[config.mk]
export PLATFORM = sky130hd
export DESIGN_NAME = fetch_unit
export DESIGN_NICKNAME = d
export VERILOG_FILES = /design/src/rtl/fetch_unit_pkg.sv /design/src/rtl/branch_target_lut.sv /design/src/rtl/fetch_unit.sv
export SDC_FILE = /design/constraint.sdc
export NUM_CORES = 1
export LEC_CHECK = 0
export ABC_AREA = 1
export BUFFER_PORTS_ARGS = -buffer_cell sky130_fd_sc_hd__buf_2
export CAP_MARGIN = 20
export CELL_PAD_IN_SITES_DETAIL_PLACEMENT = 0
export CELL_PAD_IN_SITES_GLOBAL_PLACEMENT = 1
export CORE_UTILIZATION = 35
export DETAILED_ROUTE_END_ITERATION = 16
export PLACE_DENSITY_LB_ADDON = 0.1
export SYNTH_ARGS = -nofsm -noshare
export SYNTH_HDL_FRONTEND = slang
export SYNTH_SLANG_ARGS = --single-unit
[constraint.sdc]
create_clock -name clk -period 2.92 [get_ports clk]
set_input_delay 0.292 -clock clk [delete_from_list [all_inputs] [get_ports clk]]
set_output_delay 0.292 -clock clk [all_outputs]
set_load 0.01 [all_outputs]
[src/rtl/fetch_unit_pkg.sv]
// fetch_unit_pkg: shared definitions for the fetch stage.
// Holds the branch condition encodings, the fetch FSM state type and the
// absolute-branch target table used by branch_target_lut.
package fetch_unit_pkg;

   localparam int PC_W      = 10;
   localparam int LUT_DEPTH = 16;
   localparam int LUT_IDX_W = 4;

   // Branch condition select encodings driven by the decoder.
   localparam logic [1:0] COND_NONE = 2'd0;
   localparam logic [1:0] COND_LT   = 2'd1;
   localparam logic [1:0] COND_GT   = 2'd2;
   localparam logic [1:0] COND_EQ   = 2'd3;

   typedef enum logic [1:0] {
      IDLE   = 2'd0,
      RUN    = 2'd1,
      HALTED = 2'd2
   } fetch_state_t;

   // Absolute-branch destinations, indexed by the decoder's LUT index.
   localparam logic [PC_W-1:0] ABS_BRANCH_TARGETS [LUT_DEPTH] = '{
      10'h010, 10'h025, 10'h03A, 10'h050,
      10'h009, 10'h0A0, 10'h0C3, 10'h155,
      10'h1FF, 10'h200, 10'h2AA, 10'h300,
      10'h333, 10'h3C0, 10'h3FE, 10'h3FF
   };

endpackage

[src/rtl/branch_target_lut.sv]
// branch_target_lut: combinational index-to-target lookup for absolute
// branches, backed by the constant table in fetch_unit_pkg.
module branch_target_lut
   import fetch_unit_pkg::*;
(
   input  logic [LUT_IDX_W-1:0] index,
   output logic [PC_W-1:0]      target
);

   assign target = ABS_BRANCH_TARGETS[index];

endmodule

[src/rtl/fetch_unit.sv]
// fetch_unit: PC register, CMP flag register and run/halt FSM.
// Selects the next PC (sequential, relative, absolute via LUT, or hold)
// from the decoder's branch and halt controls.
// Optional feature: define FETCH_CYCLE_COUNT_EN to add a saturating 16-bit
// cycle_count output counting RUN cycles.
module fetch_unit
   import fetch_unit_pkg::*;
(
   input  logic            clk,
   input  logic            rst_n,
   input  logic            start,
   input  logic            abs_branch_en,
   input  logic            rel_branch_en,
   input  logic [1:0]      cond_sel,
   input  logic [3:0]      rel_branch_offset,
   input  logic [3:0]      abs_branch_LUT_index,
   input  logic            halt_en,
   input  logic            flag_wen,
   input  logic            cmp_lt,
   input  logic            cmp_gt,
   input  logic            cmp_eq,
   output logic [PC_W-1:0] pc,
   output logic            fetch_en,
   output logic            branch_taken,
   output logic            done
`ifdef FETCH_CYCLE_COUNT_EN
   ,
   output logic [15:0]     cycle_count
`endif
);

   fetch_state_t    state;
   fetch_state_t    next_state;
   logic [PC_W-1:0] next_pc;
   logic [PC_W-1:0] lut_target;
   logic [PC_W-1:0] rel_target;
   logic            flag_lt;
   logic            flag_gt;
   logic            flag_eq;
   logic            cond_ok;
   logic            run;
   logic            abs_taken;
   logic            rel_taken;
   logic            start_accept;

   branch_target_lut u_lut (
      .index  (abs_branch_LUT_index),
      .target (lut_target)
   );

   assign run          = (state == RUN);
   assign start_accept = start & (state != RUN);
   assign fetch_en     = run;
   assign done         = (state == HALTED);

   // Relative target wraps naturally modulo 2^PC_W after sign extension.
   assign rel_target = pc + {{(PC_W-4){rel_branch_offset[3]}}, rel_branch_offset};

   // Branch condition is judged on the registered flags only, so a CMP in
   // the same cycle cannot influence the branch it sits next to.
   always_comb begin
      cond_ok = 1'b1;
      case (cond_sel)
         COND_LT: cond_ok = flag_lt;
         COND_GT: cond_ok = flag_gt;
         COND_EQ: cond_ok = flag_eq;
         default: cond_ok = 1'b1;
      endcase
   end

   // Absolute wins if the decoder ever asserts both branch enables.
   assign abs_taken    = run & abs_branch_en & cond_ok;
   assign rel_taken    = run & rel_branch_en & ~abs_branch_en & cond_ok;
   assign branch_taken = run & (abs_branch_en | rel_branch_en) & cond_ok;

   // Next-state and next-PC selection; halt holds the PC in place.
   always_comb begin
      next_state = state;
      next_pc    = pc;
      case (state)
         IDLE: begin
            if (start) begin
               next_state = RUN;
               next_pc    = '0;
            end
         end
         RUN: begin
            if (halt_en) begin
               next_state = HALTED;
            end else if (abs_taken) begin
               next_pc = lut_target;
            end else if (rel_taken) begin
               next_pc = rel_target;
            end else begin
               next_pc = pc + PC_W'(1);
            end
         end
         HALTED: begin
            if (start) begin
               next_state = RUN;
               next_pc    = '0;
            end
         end
         default: begin
            next_state = IDLE;
            next_pc    = '0;
         end
      endcase
   end

   // State and PC registers.
   always_ff @(posedge clk or negedge rst_n) begin
      if (!rst_n) begin
         state <= IDLE;
         pc    <= '0;
      end else begin
         state <= next_state;
         pc    <= next_pc;
      end
   end

   // Compare flags: cleared on every (re)start, loaded by CMP while running.
   always_ff @(posedge clk or negedge rst_n) begin
      if (!rst_n) begin
         {flag_lt, flag_gt, flag_eq} <= 3'b000;
      end else if (start_accept) begin
         {flag_lt, flag_gt, flag_eq} <= 3'b000;
      end else if (run && flag_wen) begin
         {flag_lt, flag_gt, flag_eq} <= {cmp_lt, cmp_gt, cmp_eq};
      end
   end

`ifdef FETCH_CYCLE_COUNT_EN
   // RUN-cycle counter for performance measurement; saturates, holds when halted.
   always_ff @(posedge clk or negedge rst_n) begin
      if (!rst_n) begin
         cycle_count <= '0;
      end else if (start_accept) begin
         cycle_count <= '0;
      end else if (run && (cycle_count != 16'hFFFF)) begin
         cycle_count <= cycle_count + 16'd1;
      end
   end
`endif

endmodule

==> qor.csv <==
stage,metric,value,unit
yosys,yosysUniqueCellTypes,32,
yosys,ys_ff_latch,15,
critical_path,r2r-start,state[1]$_DFFE_PN0P_,
timing,fin_tns_setup,0,ps
die,io_pins,33,
routing,post_drt_wl_per_cell,12.3,um
run,max_cap_violations,0,
routing,drt-vias-per-instance,4.80,
timing,worst_pin_slew,375,ps
grt,grt_pass1_wl,6560,um
placement,hpwl,3120,um
placement,gp_congestion,0.818,
layout,layout.cells.non_filler,316,
clock_tree,cts_repair_resize_count,0,
layout,diodes,0,
grt,grt_max_degree,16,
die,die_y,68.4,um
die,num_rows,23,
timing,finalMaxSlewViolations,0,
clock_tree,htreeDepth,1,
critical_path,path_class,register to register,
routing,dr.pass1.iters,4,
power_and_ir_drop,leakage,1.03,nW
routing,num_vias,1518,
layout,n_fill_cell,443,
critical_path,cp.arrival,2560,ps
routing,ant_nets,0,
die,dieWidth,68.4,um
clock_tree,clock_path_buffers,2,
critical_path,reg2reg_to,pc[4]$_DFFE_PN0P_,
layout,area_delta_synth_final,18.2,%
hold_path,hold_depth,3,
clock_tree,root_buffer,clkbuf_8,
clock_tree,clk_pin_slew,70,ps
critical_path,reg2regPathDepth,14,
placement,portBuffers,32,
yosys,ys_async_sr_fraction,100,%
critical_path,end_kind,register,
critical_path,cp-start-kind,register,
run_status,outcome,"finished, final reports clean",
power_and_ir_drop,max-vdd-ir-drop,0.000135,V
yosys,synth_seq_area_share,24.3,%
power_and_ir_drop,power_density,394,nW/um2
routing,drtIter0Drc,84,
yosys,syn_inst,230,
yosys,synth_ff_type,dfrtp_1,
clock_tree,cts_made_buffers,3,
die,start_util,37.5,%
yosys,synth_edf_count,0,
grt,grt_pass1_vias,1362,
routing,drc_errors,0,
critical_path,crit_required,3040,ps
timing,report.final.setup_viol,0,
grt,gr-usage-all-layers,19.0,%
timing,slew_headroom,75.0,%
layout,final_util,44.3,%
die,dieArea,4680,um2
hold_path,min_to,flag_eq$_DFFE_PN0P_,
clock_tree,clk_latency,250,ps
timing,rsz0062_at_grt,false,
layout,nets,299,
timing,finalHoldViolCount,0,
critical_path,worstSetupStartpoint,state[1]$_DFFE_PN0P_,
grt,grt_antenna_before_repair,0,
hold_path,hp-start,cmp_eq,
critical_path,crit_fanout,4,
placement,placed_cells,311,
layout,drive_above_1_share,22.6,%
critical_path,r2r_setup_slack,480,ps
yosys,netlist_area,1540,um2
yosys,yosys_warnings,0,
hold_path,hp-class,primary input to register,
timing,fin_crit,2440,ps
grt,grt.overflow.total,0,
routing,wl,3880,um
clock_tree,numClockSinks,15,
yosys,postSynthAreaPerCell,6.71,um2
yosys,syn_nets,262,
die,core,4120,um2
timing,post-route-period-util,83.5,%
clock_tree,cts_tree,yes,
timing,fmax,0.410,GHz
timing,fin_worst_skew,0.902,ps
metal layers:
metal	vias to the layer above	GRT usage, %	share of wire (%)
li1	820	-	-
met1	660	28.6	54
met2	34	27.9	41
met3	4	2.17	3.9
met4	0	5.73	1.0
met5	-	0	0
metrics by stage:
stage | hold slack, ps | setup slack [ps] | area [um2] | power [mW]
floorplan | -3.59 | 709 | 1540 | 0.447
global placement | 230 | 473 | 1770 | 0.552
detailed placement | 229 | 484 | 1770 | 0.548
CTS | 289 | 470 | 1820 | 0.724
global route | 301 | 228 | 1820 | 0.783
finish | 289 | 483 | 1820 | 0.717
cell type report:
class / instances / area [um2] / area share [%]
Clock buffer: 4 / 45.0 / 2.47
Inverter: 43 / 166 / 9.13
Multi-Input combinational cell: 169 / 988 / 54.2
Sequential cell: 15 / 375 / 20.6
Tap cell: 50 / 62.6 / 3.43
Timing Repair Buffer: 35 / 185 / 10.2
worst max-delay path, stage by stage, from the launching register on:
cell and delay [ps]:
dfrtp_1 420, inv_2 90, nand3_2 90, nor2_4 160, nand2_1 100, or2_2 290
ha_1 200, inv_1 70, fa_1 180, nor2_1 60, o21ai_1 110, nand2_1 110
xor2_1 160, o211ai_1 180, o21ai_0 110
cell families after synthesis:
| logic type | synth area share, % |
|---|---|
| simple gates | 31.6 |
| compound gates | 20.0 |
| buf+inv | 11.6 |
| flops | 24.3 |
| fa+ha+maj | 10.2 |
| xor+xnor | 2.27 |
report_power, final:
part	total, mW	leakage (nW)	internal (mW)	switching [mW]
Sequential	0.263	0.203	0.238	0.0245
Clock	0.174	0.0228	0.0966	0.0779
Combinational	0.280	0.802	0.101	0.179
Total	0.717	1.03	0.436	0.282
sequential cells by signal, indices dropped and copies added, names as in the netlist:
| register | count |
|---|---|
| pc | 10 |
| flag_lt | 1 |
| flag_eq | 1 |
| flag_gt | 1 |
| state | 2 |
cells in the final DEF, fill, tap and decap left out:
cell           netlist  layout
nand2_2              5       5
inv_2                2       2
nand3_2              4       4
nor2_4               3       3
o211ai_1             2       2
a21oi_2              1       1
o21ai_0             22      22
nor2_1              15      15
buf_2                1      32
dfrtp_1             15      15
nand2_4              1       1
nor2_2               2       2
nor3_1               3       3
or2_2                2       2
inv_1               40      40
o21bai_1             2       2
buf_4                0       2
ha_1                11      11
nand2_1             49      49
xnor2_1              1       1
a32o_1               1       1
clkbuf_8             0       3
o21ai_1              4       4
dlygate4sd3_1        0       1
fa_1                 1       1
clkbuf_1             2       1
clkinv_4             1       1
a21oi_1             17      17
a31oi_1              1       1
nand3_1             11      11
xor2_1               3       3
nand4_1              3       3
nand3_4              1       1
o22ai_1              3       3
o21bai_4             1       1
worst max-delay path by stage:
stage / to / cells past startpoint
4_1_cts: pc[4]$_DFFE_PN0P_ / 14
3_5_place_dp: pc[4]$_DFFE_PN0P_ / 14
5_1_grt: pc[6]$_DFFE_PN0P_ / 17
3_3_place_gp: pc[4]$_DFFE_PN0P_ / 14
2_1_floorplan: pc[6]$_DFFE_PN0P_ / 17
6_report: pc[4]$_DFFE_PN0P_ / 14
cells in the mapped netlist (2+ instances only):
library cell	count	area share, %
nand2_1	49	12
inv_1	40	9.7
o21ai_0	22	7.1
a21oi_1	17	5.5
dfrtp_1	15	24
nor2_1	15	3.6
ha_1	11	8.9
nand3_1	11	3.6
nand2_2	5	2.0
nand3_2	4	2.6
o21ai_1	4	1.3
nand4_1	3	1.2
nor2_4	3	2.2
nor3_1	3	0.97
o22ai_1	3	1.2
xor2_1	3	1.7
clkbuf_1	2	0.49
inv_2	2	0.49
nor2_2	2	0.81
o211ai_1	2	0.97
o21bai_1	2	0.97
or2_2	2	0.81
repair_timing:
| action | 4_1_cts | 5_1_grt |
|---|---|---|
| endpoints found under the hold margin | 15 | 0 |
| setup buffers | 0 | 0 |
| hold buffers | 1 | 0 |
(Power assumes the default switching activity.)
